`src/rtl/uart_rx.sv`:
```
// uart_rx: 8N1 UART receiver with a two-flop input synchroniser feeding a
// small first-word-fall-through receive FIFO with sticky overrun/framing flags.
module uart_rx #(
   parameter int CLKS_PER_BIT = 868,
   parameter int FIFO_DEPTH   = 4
) (
   input  logic       clk,
   input  logic       reset,
   input  logic       rxd,
   input  logic       rd,
   input  logic       clr,
   output logic [7:0] rx_data,
   output logic       empty,
   output logic       full,
   output logic       overrun,
   output logic       ferr
);

   localparam int CW = $clog2(CLKS_PER_BIT);
   localparam int AW = $clog2(FIFO_DEPTH);
   localparam int PW = AW + 1;

   localparam logic [CW-1:0] CNT_ZERO  = {CW{1'b0}};
   localparam logic [CW-1:0] CNT_ONE   = {{(CW-1){1'b0}}, 1'b1};
   localparam logic [CW-1:0] HALF_LAST = CW'(CLKS_PER_BIT / 2 - 1);
   localparam logic [CW-1:0] BIT_LAST  = CW'(CLKS_PER_BIT - 1);
   localparam logic [PW-1:0] PTR_ONE   = {{AW{1'b0}}, 1'b1};

   typedef enum logic [2:0] {
      ST_IDLE  = 3'd0,
      ST_START = 3'd1,
      ST_DATA  = 3'd2,
      ST_STOP  = 3'd3,
      ST_BREAK = 3'd4
   } state_t;

   logic [1:0]    sync_r;
   logic          rxs_s;

   state_t        state_r, state_s;
   logic [CW-1:0] baud_cnt_r, baud_cnt_s;
   logic [2:0]    bit_idx_r, bit_idx_s;
   logic [7:0]    shreg_r, shreg_s;
   logic          push_s;
   logic          ferr_set_s;

   logic [7:0]    mem_r [FIFO_DEPTH];
   logic [PW-1:0] wr_ptr_r, rd_ptr_r, wr_ptr_s, rd_ptr_s;
   logic          empty_s, full_s, empty_nxt_s, full_nxt_s;
   logic          pop_s, wr_en_s, ovr_set_s;
   logic [7:0]    head_s;

   logic [7:0]    rx_data_r;
   logic          empty_r, full_r, overrun_r, ferr_r;

   // rxd is asynchronous to clk; idle-high reset value avoids a false start bit
   always_ff @(posedge clk or posedge reset) begin
      if (reset) begin
         sync_r <= 2'b11;
      end else begin
         sync_r <= {sync_r[0], rxd};
      end
   end

   assign rxs_s = sync_r[1];

   // Receiver state register
   always_ff @(posedge clk or posedge reset) begin
      if (reset) begin
         state_r    <= ST_IDLE;
         baud_cnt_r <= CNT_ZERO;
         bit_idx_r  <= 3'd0;
         shreg_r    <= 8'h00;
      end else begin
         state_r    <= state_s;
         baud_cnt_r <= baud_cnt_s;
         bit_idx_r  <= bit_idx_s;
         shreg_r    <= shreg_s;
      end
   end

   // Receiver next-state: half-bit start qualification, then mid-bit sampling
   always_comb begin
      state_s    = state_r;
      baud_cnt_s = baud_cnt_r + CNT_ONE;
      bit_idx_s  = bit_idx_r;
      shreg_s    = shreg_r;
      push_s     = 1'b0;
      ferr_set_s = 1'b0;
      case (state_r)
         ST_IDLE: begin
            baud_cnt_s = CNT_ZERO;
            if (!rxs_s) begin
               state_s = ST_START;
            end else begin
               state_s = ST_IDLE;
            end
         end
         ST_START: begin
            if (baud_cnt_r == HALF_LAST) begin
               baud_cnt_s = CNT_ZERO;
               bit_idx_s  = 3'd0;
               if (!rxs_s) begin
                  state_s = ST_DATA;
               end else begin
                  state_s = ST_IDLE;
               end
            end else begin
               state_s = ST_START;
            end
         end
         ST_DATA: begin
            if (baud_cnt_r == BIT_LAST) begin
               baud_cnt_s = CNT_ZERO;
               shreg_s    = {rxs_s, shreg_r[7:1]};
               if (bit_idx_r == 3'd7) begin
                  state_s = ST_STOP;
               end else begin
                  bit_idx_s = bit_idx_r + 3'd1;
               end
            end else begin
               state_s = ST_DATA;
            end
         end
         ST_STOP: begin
            if (baud_cnt_r == BIT_LAST) begin
               baud_cnt_s = CNT_ZERO;
               if (rxs_s) begin
                  push_s  = 1'b1;
                  state_s = ST_IDLE;
               end else begin
                  ferr_set_s = 1'b1;
                  state_s    = ST_BREAK;
               end
            end else begin
               state_s = ST_STOP;
            end
         end
         ST_BREAK: begin
            // A held-low line stays here so it raises only one framing error
            baud_cnt_s = CNT_ZERO;
            if (rxs_s) begin
               state_s = ST_IDLE;
            end else begin
               state_s = ST_BREAK;
            end
         end
         default: begin
            state_s    = ST_IDLE;
            baud_cnt_s = CNT_ZERO;
         end
      endcase
   end

   assign empty_s = (wr_ptr_r == rd_ptr_r);
   assign full_s  = (wr_ptr_r[AW-1:0] == rd_ptr_r[AW-1:0]) && (wr_ptr_r[AW] != rd_ptr_r[AW]);

   // FIFO control: a pop frees the slot for a simultaneous push when full
   always_comb begin
      pop_s       = rd & ~empty_s;
      wr_en_s     = push_s & (~full_s | pop_s);
      ovr_set_s   = push_s & full_s & ~rd;
      wr_ptr_s    = wr_en_s ? (wr_ptr_r + PTR_ONE) : wr_ptr_r;
      rd_ptr_s    = pop_s ? (rd_ptr_r + PTR_ONE) : rd_ptr_r;
      empty_nxt_s = (wr_ptr_s == rd_ptr_s);
      full_nxt_s  = (wr_ptr_s[AW-1:0] == rd_ptr_s[AW-1:0]) && (wr_ptr_s[AW] != rd_ptr_s[AW]);
      head_s      = 8'h00;
      if (empty_nxt_s) begin
         head_s = 8'h00;
      end else if (wr_en_s && (wr_ptr_r[AW-1:0] == rd_ptr_s[AW-1:0])) begin
         head_s = shreg_r;
      end else begin
         head_s = mem_r[rd_ptr_s[AW-1:0]];
      end
   end

   // FIFO storage and pointers
   always_ff @(posedge clk or posedge reset) begin
      if (reset) begin
         for (int i = 0; i < FIFO_DEPTH; i++) begin
            mem_r[i] <= 8'h00;
         end
         wr_ptr_r <= {PW{1'b0}};
         rd_ptr_r <= {PW{1'b0}};
      end else begin
         if (wr_en_s) begin
            mem_r[wr_ptr_r[AW-1:0]] <= shreg_r;
         end
         wr_ptr_r <= wr_ptr_s;
         rd_ptr_r <= rd_ptr_s;
      end
   end

   // Registered outputs; sticky flags give priority to a set over clr
   always_ff @(posedge clk or posedge reset) begin
      if (reset) begin
         rx_data_r <= 8'h00;
         empty_r   <= 1'b1;
         full_r    <= 1'b0;
         overrun_r <= 1'b0;
         ferr_r    <= 1'b0;
      end else begin
         rx_data_r <= head_s;
         empty_r   <= empty_nxt_s;
         full_r    <= full_nxt_s;
         if (ovr_set_s) begin
            overrun_r <= 1'b1;
         end else if (clr) begin
            overrun_r <= 1'b0;
         end
         if (ferr_set_s) begin
            ferr_r <= 1'b1;
         end else if (clr) begin
            ferr_r <= 1'b0;
         end
      end
   end

   assign rx_data = rx_data_r;
   assign empty   = empty_r;
   assign full    = full_r;
   assign overrun = overrun_r;
   assign ferr    = ferr_r;

endmodule

```
`config.mk`:
```
export PLATFORM = sky130hd
export DESIGN_NAME = uart_rx
export DESIGN_NICKNAME = d
export VERILOG_FILES = /design/src/rtl/uart_rx.sv
export SDC_FILE = /design/constraint.sdc
export NUM_CORES = 1
export LEC_CHECK = 0
export ABC_AREA = 1
export CAP_MARGIN = 20
export CORE_ASPECT_RATIO = 1.1
export CORE_UTILIZATION = 60
export DETAILED_ROUTE_END_ITERATION = 16
export PLACE_DENSITY_LB_ADDON = 0.25
export SKIP_CTS_REPAIR_TIMING = 1
export SLEW_MARGIN = 5
export SYNTH_ARGS = -nofsm -noshare
export SYNTH_HDL_FRONTEND = slang
export SYNTH_SLANG_ARGS = --single-unit
export TNS_END_PERCENT = 100
```
`constraint.sdc`:
```
create_clock -name clk -period 2.8 [get_ports clk]
set_input_delay 0.28 -clock clk [delete_from_list [all_inputs] [get_ports clk]]
set_output_delay 0.28 -clock clk [all_outputs]
set_load 0.02 [all_outputs]
```
==> results of run 1 <==
final cells by class:
cell class	count	area, um^2	share of cell area (%)
sequential	76	1906	45.41
multi-input combinational	310	1612	38.40
timing repair buffer	18	187.7	4.472
inverter	46	172.7	4.115
clock buffer	9	123.9	2.952
clock inverter	7	98.84	2.355
tap	77	96.34	2.296
Yosys cell counts:
| library cell | count |
|---|---|
| a21oi_1 | 3 |
| a21oi_4 | 1 |
| a31oi_1 | 1 |
| a41oi_1 | 1 |
| buf_2 | 3 |
| buf_4 | 1 |
| buf_6 | 5 |
| clkinv_1 | 1 |
| dfrtp_1 | 73 |
| dfstp_2 | 3 |
| ha_1 | 9 |
| inv_1 | 40 |
| inv_2 | 5 |
| nand2_1 | 111 |
| nand2_2 | 12 |
| nand2_4 | 5 |
| nand3_1 | 67 |
| nand3_2 | 5 |
| nand3_4 | 1 |
| nand3b_1 | 1 |
| nand4_1 | 1 |
| nor2_1 | 25 |
| nor2_2 | 1 |
| nor2_4 | 1 |
| nor2_8 | 1 |
| nor3_1 | 6 |
| nor3b_1 | 1 |
| nor4_1 | 1 |
| o211ai_1 | 1 |
| o21ai_0 | 47 |
| o311ai_0 | 1 |
| o32ai_1 | 1 |
| xnor2_1 | 1 |
| xor2_1 | 5 |
cell usage in the layout (no fill, tap or decap), types with 2 or more instances in the layout:
cell and count:
o21ai_0 47, ha_1 9, dfrtp_1 73, bufinv_16 2, nand3_2 5, nand2_4 5
inv_1 39, inv_2 6, nand2_1 111, nand3_1 67, nor2_1 25, dfstp_2 3
nor3_1 6, clkdlybuf4s50_1 16, clkbuf_8 9, xor2_1 5, nand2_2 12, a21oi_1 3
inv_6 2
cells by family (layout without fill, tap and decap cells):
logic type	count (synthesis)	after routing	share of synthesized area [%]
AOI/OAI and AO/OA	56	56	8.135
xor gates and xnor gates	6	6	1.394
adders and majority gates	9	9	2.988
buffers and inverters	55	80	6.673
DFF	76	76	50.56
and+or+nand+nor	239	239	30.25
power by group through the flow:
stage	sequential, mW	clock (mW)	combinational [mW]
2_1_floorplan	1.32	0	0.672
3_3_place_gp	1.25	0	0.957
3_5_place_dp	1.25	0	0.985
4_1_cts	1.23	0.942	0.985
5_1_grt	1.24	0.991	1.09
6_report	1.23	0.935	0.989
per-stage QoR:
| stage | power [mW] | hold slack [ps] | setup WS (ps) |
|---|---|---|---|
| floorplan | 1.989 | 284.5 | 586.6 |
| global placement | 2.203 | 346.4 | 691.7 |
| detailed placement | 2.235 | 350.4 | 621.5 |
| CTS | 3.156 | 304.6 | 747.9 |
| global route | 3.318 | 323.3 | 509.6 |
| finish | 3.152 | 280.7 | 736.6 |
flip-flops by register name, indices dropped and copies added (netlist names):
register and count:
empty 1, rx_data 8, bit_idx_r 3, sync_r 2
ferr 1, overrun 1, rd_ptr_r 3, shreg_r 8
full 1, baud_cnt_r 10, state_r 3, wr_ptr_r 3
mem_r 32
worst max-delay path by stage:
stage             startpoint            end  cells past startpoint
2_1_floorplan          reset  baud_cnt_r[0]                      1
3_3_place_gp              rd     rx_data[1]                      8
3_5_place_dp              rd     rx_data[7]                      8
4_1_cts        baud_cnt_r[0]      mem_r[11]                     10
5_1_grt        baud_cnt_r[0]       mem_r[4]                      9
6_report       baud_cnt_r[0]       mem_r[3]                     10
per-layer routing:
metal  vias to the layer above  GRT usage [%]  share of wire (%)
met5                         -              0                  0
met4                         0          10.98                1.9
met3                        11          3.548                4.2
met2                        95          43.04                 49
met1                      1351          34.47                 45
li1                       1485              -                  -
==> flow_summary.json, run 1 <==
{
  "clock_skew_ps": 9.303,
  "hold_path.class": "in2async",
  "final_util_pct": 70.95,
  "clockRootBuffer": "clkbuf_8",
  "sw_frac_of_total_pct": 35.62,
  "ys_ff_latch": 76,
  "n_antenna_cell": 0,
  "cts_tree": "done",
  "firstDrtPassIters": 5,
  "dpl.cell_count": 527,
  "cp_common_cell": "nand2_1",
  "gp_congestion": 0.8675,
  "finalSetupTns_ps": 0,
  "path_max_fanout": 16,
  "clk_pin_slew_ps": 90,
  "drv_cap": 0,
  "synth_warnings": 0,
  "rsz0062_at_grt": "false",
  "dr_total_vias": 2942,
  "ff2ff_path_depth": 10,
  "io-pin-count": 17,
  "clock_latency_ps": 350,
  "stdcell_area_um2": 4197,
  "slew_headroom_pct": 64.61,
  "grtUsageTotal_pct": 25.97,
  "power_switching_mw": 1.123,
  "synth_top_cell_by_area": "dfrtp_1",
  "pwr-share-clk_pct": 29.7,
  "cp.required_ps": 3010,
  "drive_above_1_share_pct": 11.59,
  "worstMarginPinSlew_ps": 530.1,
  "power_density_nw_per_um2": 751.1,
  "antenna_found_initial": 0,
  "crit_chain": "ha_1 -> inv_1 -> nor2_1 -> nand3_2 -> nor2_4 -> nand2_4 -> inv_2 -> nand2_1 -> nand2_1 -> o21ai_0",
  "timing.rr.end": "mem_r[3]",
  "num-nets-final": 475,
  "cellLeakagePower_nw": 1.965,
  "grt_pass1_wl_mm": 13.17,
  "status": "finished, final reports clean",
  "io_buffers": 16,
  "crit_family": "simple AND/OR/NAND/NOR gates",
  "core_area_um2": 5914,
  "die-area_um2": 6602,
  "cp_num_buf_inv": 2,
  "drc": 0,
  "postSynthAreaPerCell_um2": 8.546,
  "viasPerCell": 5.418,
  "n_fill_cell": 440,
  "grt_pass1_vias": 2812,
  "finalNonFillerCells": 543,
  "drtIter0Drc": 259,
  "irDropWorstVdd_mv": 0.4975,
  "synth_nets": 455,
  "post-dp-hpwl_mm": 5.588,
  "worst_setup_path_start_kind": "register",
  "overflow": 0,
  "pwr-share-seq_pct": 38.9,
  "netlist_top_cells_area": "dfrtp_1 (48%), nand2_1 (11%), nand3_1 (8.9%), o21ai_0 (6.2%), inv_1 (4.0%)",
  "critPathMaxStageDelay_ps": 400,
  "wire_per_inst_um": 14.25,
  "clockBufferDepth": 2,
  "dpl-instance-area_um2": 3974,
  "initial_core_util_pct": 63.72,
  "netlist_instances": 441,
  "min_period_over_period_pct": 73.69,
  "rows": 29,
  "critPathKind": "reg2reg",
  "worstPathArrival_ps": 2270,
  "synth_area_um2": 3769,
  "synth_top_area_share_pct": 48.47,
  "fmax_mhz": 484.6,
  "cts_buffers": 9,
  "finalHoldViolations": 0,
  "yosysSeqAreaShare_pct": 50.56,
  "endpoint_kind": "register",
  "reg2reg_setup_slack_ps": 740,
  "p_comb_share_pct": 31.4,
  "fp.dieW_um": 77.57,
  "grt_max_degree": 53,
  "clock-sinks": 76,
  "post-route-min-period_ps": 2063,
  "die_y_um": 85.12,
  "ys_types": 34,
  "internal_power_mw": 2.029,
  "finalSetupViolCount": 0,
  "crit_slowest_cell": "dfrtp_1",
  "drv_slew": 0,
  "final_antenna_net_count": 0,
  "timing.rr.start": "baud_cnt_r[0]",
  "area_delta_synth_final_pct": 11.35,
  "cts_max_level": 3,
  "totalWireLength_mm": 7.737
}
Power figures use the tool's default switching activity.
==> inputs of run 2 (changes only) <==
==> constraint.sdc (replaced) <==
create_clock -name clk -period 2.08 [get_ports clk]
set_input_delay 0.208 -clock clk [delete_from_list [all_inputs] [get_ports clk]]
set_output_delay 0.208 -clock clk [all_outputs]
set_load 0.02 [all_outputs]
==> flow_summary.json, run 2 (same netlist as run 1, synthesis figures left out) <==
{
  "irDropWorstVdd_mv": 0.6222,
  "worstPathArrival_ps": 2230,
  "finalSetupTns_ps": 0,
  "clock_skew_ps": 14.84,
  "largest_reg_flops": 32,
  "final_common_cell": "nand2_1",
  "initial_core_util_pct": 63.72,
  "core_area_um2": 5914,
  "finalSetupViolCount": 0,
  "clockBufferDepth": 2,
  "die_y_um": 85.12,
  "totalWireLength_mm": 8.147,
  "slew_headroom_pct": 67.32,
  "post-dp-hpwl_mm": 5.369,
  "critPathKind": "reg2reg",
  "drv_slew": 0,
  "fp.dieW_um": 77.57,
  "drtIter0Drc": 407,
  "cts_max_level": 3,
  "cellLeakagePower_nw": 2.033,
  "holdPathStages": 1,
  "wire_per_inst_um": 14.57,
  "fmax_mhz": 501.2,
  "n_antenna_cell": 0,
  "drv_cap": 0,
  "ff2ff_path_depth": 12,
  "min_period_over_period_pct": 95.92,
  "antenna_found_initial": 0,
  "final_cell_mix": "nand2_1 (108), dfrtp_1 (73), nand3_1 (67)",
  "final_antenna_net_count": 0,
  "io_buffers": 16,
  "gp_congestion": 0.8621,
  "worst_setup_path_start_kind": "register",
  "drc": 0,
  "n_fill_cell": 426,
  "dr_total_vias": 3149,
  "cts_tree": "done",
  "cts_buffers": 9,
  "clock-sinks": 76,
  "hold_path.class": "in2reg",
  "firstDrtPassIters": 5,
  "top_register": "mem_r",
  "finalNonFillerCells": 559,
  "finalHoldViolations": 0,
  "endpoint_kind": "register",
  "io-pin-count": 17,
  "clock_latency_ps": 350,
  "clockRootBuffer": "clkbuf_8",
  "die-area_um2": 6602,
  "drive_above_1_share_pct": 15.77,
  "reg_top3": "mem_r: 32 flops, baud_cnt_r: 10 flops",
  "power_density_nw_per_um2": 1001,
  "path_max_fanout": 7,
  "num-nets-final": 491,
  "grtUsageTotal_pct": 26.32,
  "rows": 29,
  "viasPerCell": 5.633,
  "status": "finished, final reports clean",
  "grt_max_degree": 77,
  "overflow": 0,
  "dpl.cell_count": 537,
  "worstMarginPinSlew_ps": 485.7,
  "area_delta_synth_final_pct": 15.31,
  "clk_pin_slew_ps": 80,
  "grt_pass1_wl_mm": 13.36,
  "post-route-min-period_ps": 1995,
  "grt_pass1_vias": 2940,
  "cp.required_ps": 2320
}
## run 2: cell types whose count changed in the layout (fill, tap and decap cells not counted), sizes merged
cell | before | now
inv | 47 | 46
buf | 2 | 17
nor2 | 28 | 29
clkinvlp | 1 | 3
clkinv | 3 | 2
bufinv | 2 | 1
clkbuf | 9 | 10
## run 2: final cells by class
cell class	count	area (um^2)	area share, %
Timing Repair Buffer	33	312.8	7.198
Sequential cell	76	1906	43.85
Tap cell	77	96.34	2.217
Clock buffer	10	137.6	3.167
Inverter	46	176.4	4.060
Clock inverter	6	71.32	1.641
Multi-Input combinational cell	311	1645	37.86
## run 2: per-layer routing
| metal | wire, um | global-route usage, % | vias up | part of all wire, % |
|---|---|---|---|---|
| li1 | - | - | 1511 | - |
| met1 | 3433 | 33.74 | 1478 | 42 |
| met2 | 4052 | 43.44 | 137 | 50 |
| met3 | 437 | 4.194 | 23 | 5.4 |
| met4 | 223 | 13.38 | 0 | 2.7 |
| met5 | 0 | 0 | - | 0 |
## run 2: through the flow
| stage | util [%] | total power, mW | cell area (um^2) | hold WS (ps) | setup slack [ps] |
|---|---|---|---|---|---|
| 4_1_cts | 72.27 | 4.266 | 4274 | 247.7 | 100.3 |
| 2_1_floorplan | - | 2.678 | 3772 | 212.5 | 333.0 |
| 5_1_grt | 73.47 | 4.550 | 4345 | 257.0 | -45.27 |
| 3_3_place_gp | 68.73 | 3.068 | 4065 | 346.1 | 149.0 |
| 6_report | 73.47 | 4.348 | 4345 | 260.4 | 84.96 |
| 3_5_place_dp | 68.73 | 3.106 | 4065 | 352.6 | 90.22 |
## run 2: worst max-delay path, stage by stage (launching register included)
cell	delay (ps)
dfrtp_1	410
ha_2	200
inv_1	60
nor2_2	140
nand3_2	130
nor2_4	210
nand2_4	120
nand2_1	90
nand3_1	100
nand2_2	110
nand2_4	90
nor2_8	150
nor2_1	60
## run 2: final timing paths
check	from	to	slack [ps]
setup / recovery	baud_cnt_r[0]	rx_data[7]	80
hold / removal	rxd	sync_r[0]	260
setup reg to reg	baud_cnt_r[0]	rx_data[7]	80
hold reg to reg	sync_r[0]	sync_r[1]	360
max in group asynchronous	reset	sync_r[0]	1420
min in group asynchronous	reset	wr_ptr_r[0]	300
## run 2: where the power goes
part,switching [mW],total [mW],internal (mW)
clock network,0.578,1.18,0.597
logic,0.986,1.52,0.531
registers,0.0615,1.65,1.59
total,1.63,4.35,2.72
==> inputs of run 3 (changes only) <==
--- a/config.mk
+++ b/config.mk
@@ -11,8 +11,9 @@
 export CORE_UTILIZATION = 60
 export DETAILED_ROUTE_END_ITERATION = 16
 export PLACE_DENSITY_LB_ADDON = 0.25
+export SETUP_SLACK_MARGIN = 0.1
 export SKIP_CTS_REPAIR_TIMING = 1
-export SLEW_MARGIN = 5
+export SLEW_MARGIN = 25
 export SYNTH_ARGS = -nofsm -noshare
 export SYNTH_HDL_FRONTEND = slang
 export SYNTH_SLANG_ARGS = --single-unit
==> flow_summary.json, run 3 (same netlist as run 1, synthesis figures left out) <==
{
  "status": "finished, final reports clean",
  "drive_above_1_share_pct": 18.72,
  "reg_top3": "mem_r: 32 flops, baud_cnt_r: 10 flops",
  "dpl.cell_count": 537,
  "drv_cap": 0,
  "grt_pass1_wl_mm": 13.36,
  "min_period_over_period_pct": 93.14,
  "irDropWorstVdd_mv": 0.6336,
  "final_cell_mix": "nand2_1 (104), dfrtp_1 (70), nand3_1 (65)",
  "cp.required_ps": 2320,
  "power_switching_mw": 1.656,
  "ff2ff_path_depth": 12,
  "top_register": "mem_r",
  "area_delta_synth_final_pct": 17.40,
  "core_area_um2": 5914,
  "clock-sinks": 76,
  "finalSetupViolCount": 0,
  "clk_pin_slew_ps": 80,
  "path_max_fanout": 7,
  "cts_tree": "done",
  "p_comb_share_pct": 35.4,
  "io-pin-count": 17,
  "clock_skew_ps": 9.651,
  "final_antenna_net_count": 0,
  "power_density_nw_per_um2": 993.6,
  "post-route-min-period_ps": 1937,
  "holdCritStartpoint": "rxd",
  "sw_frac_of_total_pct": 37.68,
  "drc": 0,
  "cts_max_level": 3,
  "totalWireLength_mm": 8.514,
  "pwr-share-seq_pct": 37.8,
  "wire_per_inst_um": 15.12,
  "clockRootBuffer": "clkbuf_8",
  "num-nets-final": 495,
  "dp_slack_ps": 90.22,
  "hold_end": "sync_r[0]",
  "dr_total_vias": 3251,
  "fp.dieW_um": 77.57,
  "setup_slack_ps": 142.8,
  "finalHoldViolations": 0,
  "clock_latency_ps": 350,
  "die_y_um": 85.12,
  "initial_core_util_pct": 63.72,
  "gp_congestion": 0.8621,
  "rows": 29,
  "slew_headroom_pct": 65.84,
  "post-dp-hpwl_mm": 5.369,
  "worst_setup_path_start_kind": "register",
  "timing.rr.end": "rx_data[7]",
  "timing.rr.start": "baud_cnt_r[0]",
  "final_util_pct": 74.80,
  "n_antenna_cell": 0,
  "pwr-share-clk_pct": 26.8,
  "finalNonFillerCells": 563,
  "grt_max_degree": 77,
  "antenna_found_initial": 0,
  "clockBufferDepth": 2,
  "reg2reg_setup_slack_ps": 140,
  "grt_pass1_vias": 2940,
  "rsz0062_at_grt": "true",
  "grtUsageTotal_pct": 26.32,
  "die-area_um2": 6602,
  "critPathKind": "reg2reg",
  "worstMarginPinSlew_ps": 507.8,
  "internal_power_mw": 2.740,
  "io_buffers": 16,
  "cts_buffers": 9,
  "drv_slew": 0,
  "holdPathStages": 1,
  "viasPerCell": 5.774,
  "hold_path.class": "in2reg",
  "finalSetupTns_ps": 0,
  "endpoint_kind": "register",
  "firstDrtPassIters": 5,
  "overflow": 0,
  "fmax_mhz": 516.2,
  "worstPathArrival_ps": 2170,
  "drtIter0Drc": 480,
  "largest_reg_flops": 32,
  "cellLeakagePower_nw": 2.064,
  "final_common_cell": "nand2_1"
}
## run 3: cell count changes in the layout (fill, tap and decap cells not counted), moves of 2 or more
cell and delta:
nand3_1 -2, nand2_4 +2, dfrtp_2 +3, buf_4 +4
nand2_2 +2, nand2_1 -4, dfrtp_1 -3
## run 3: layer usage
metal | GRT usage, % | part of all wire (%) | vias to the layer above
met5 | 0 | 0 | -
met4 | 13.38 | 4.0 | 0
met3 | 4.194 | 5.8 | 36
met2 | 43.44 | 50 | 148
met1 | 33.74 | 41 | 1547
li1 | - | - | 1520
## run 3: critical path, cell delays in order, from the launching register on
cell and delay (ps):
dfrtp_1 400, ha_2 210, inv_2 50, nor2_4 100, nand3_4 100, nor2_4 220
nand2_4 130, nand2_2 90, nand3_1 100, nand2_2 110, nand2_4 100, nor2_8 150
nor2_1 60
## run 3: worst max-delay path by stage
stage,from,end,slack [ps],cells past startpoint
finish,baud_cnt_r[0],rx_data[7],140,12
global route,baud_cnt_r[0],rx_data[2],40,12
CTS,baud_cnt_r[0],rx_data[7],100,12
detailed placement,rd,rx_data[7],90,9
global placement,rd,rx_data[2],150,9
floorplan,baud_cnt_r[0],rx_data[0],330,12
## run 3: cell type report
| type | instances | area, um^2 |
|---|---|---|
| Clock buffer | 10 | 137.6 |
| Sequential cell | 76 | 1909 |
| Multi-Input combinational cell | 311 | 1690 |
| Timing Repair Buffer | 37 | 342.8 |
| Clock inverter | 6 | 71.32 |
| Fill cell | 415 | 1490 |
| Tap cell | 77 | 96.34 |
| Inverter | 46 | 176.4 |
## run 3: metrics by stage
stage / power [mW] / cell area [um^2] / hold slack [ps]
4_1_cts: 4.266 / 4274 / 247.7
6_report: 4.396 / 4424 / 260.1
3_3_place_gp: 3.068 / 4065 / 346.1
5_1_grt: 4.592 / 4424 / 257.0
2_1_floorplan: 2.678 / 3772 / 212.5
3_5_place_dp: 3.106 / 4065 / 352.6
## run 3: power groups by stage
stage | registers (mW) | clock network, mW | logic (mW)
floorplan | 1.77 | 0 | 0.904
global placement | 1.68 | 0 | 1.39
detailed placement | 1.68 | 0 | 1.42
CTS | 1.66 | 1.18 | 1.43
global route | 1.67 | 1.24 | 1.68
finish | 1.66 | 1.18 | 1.56
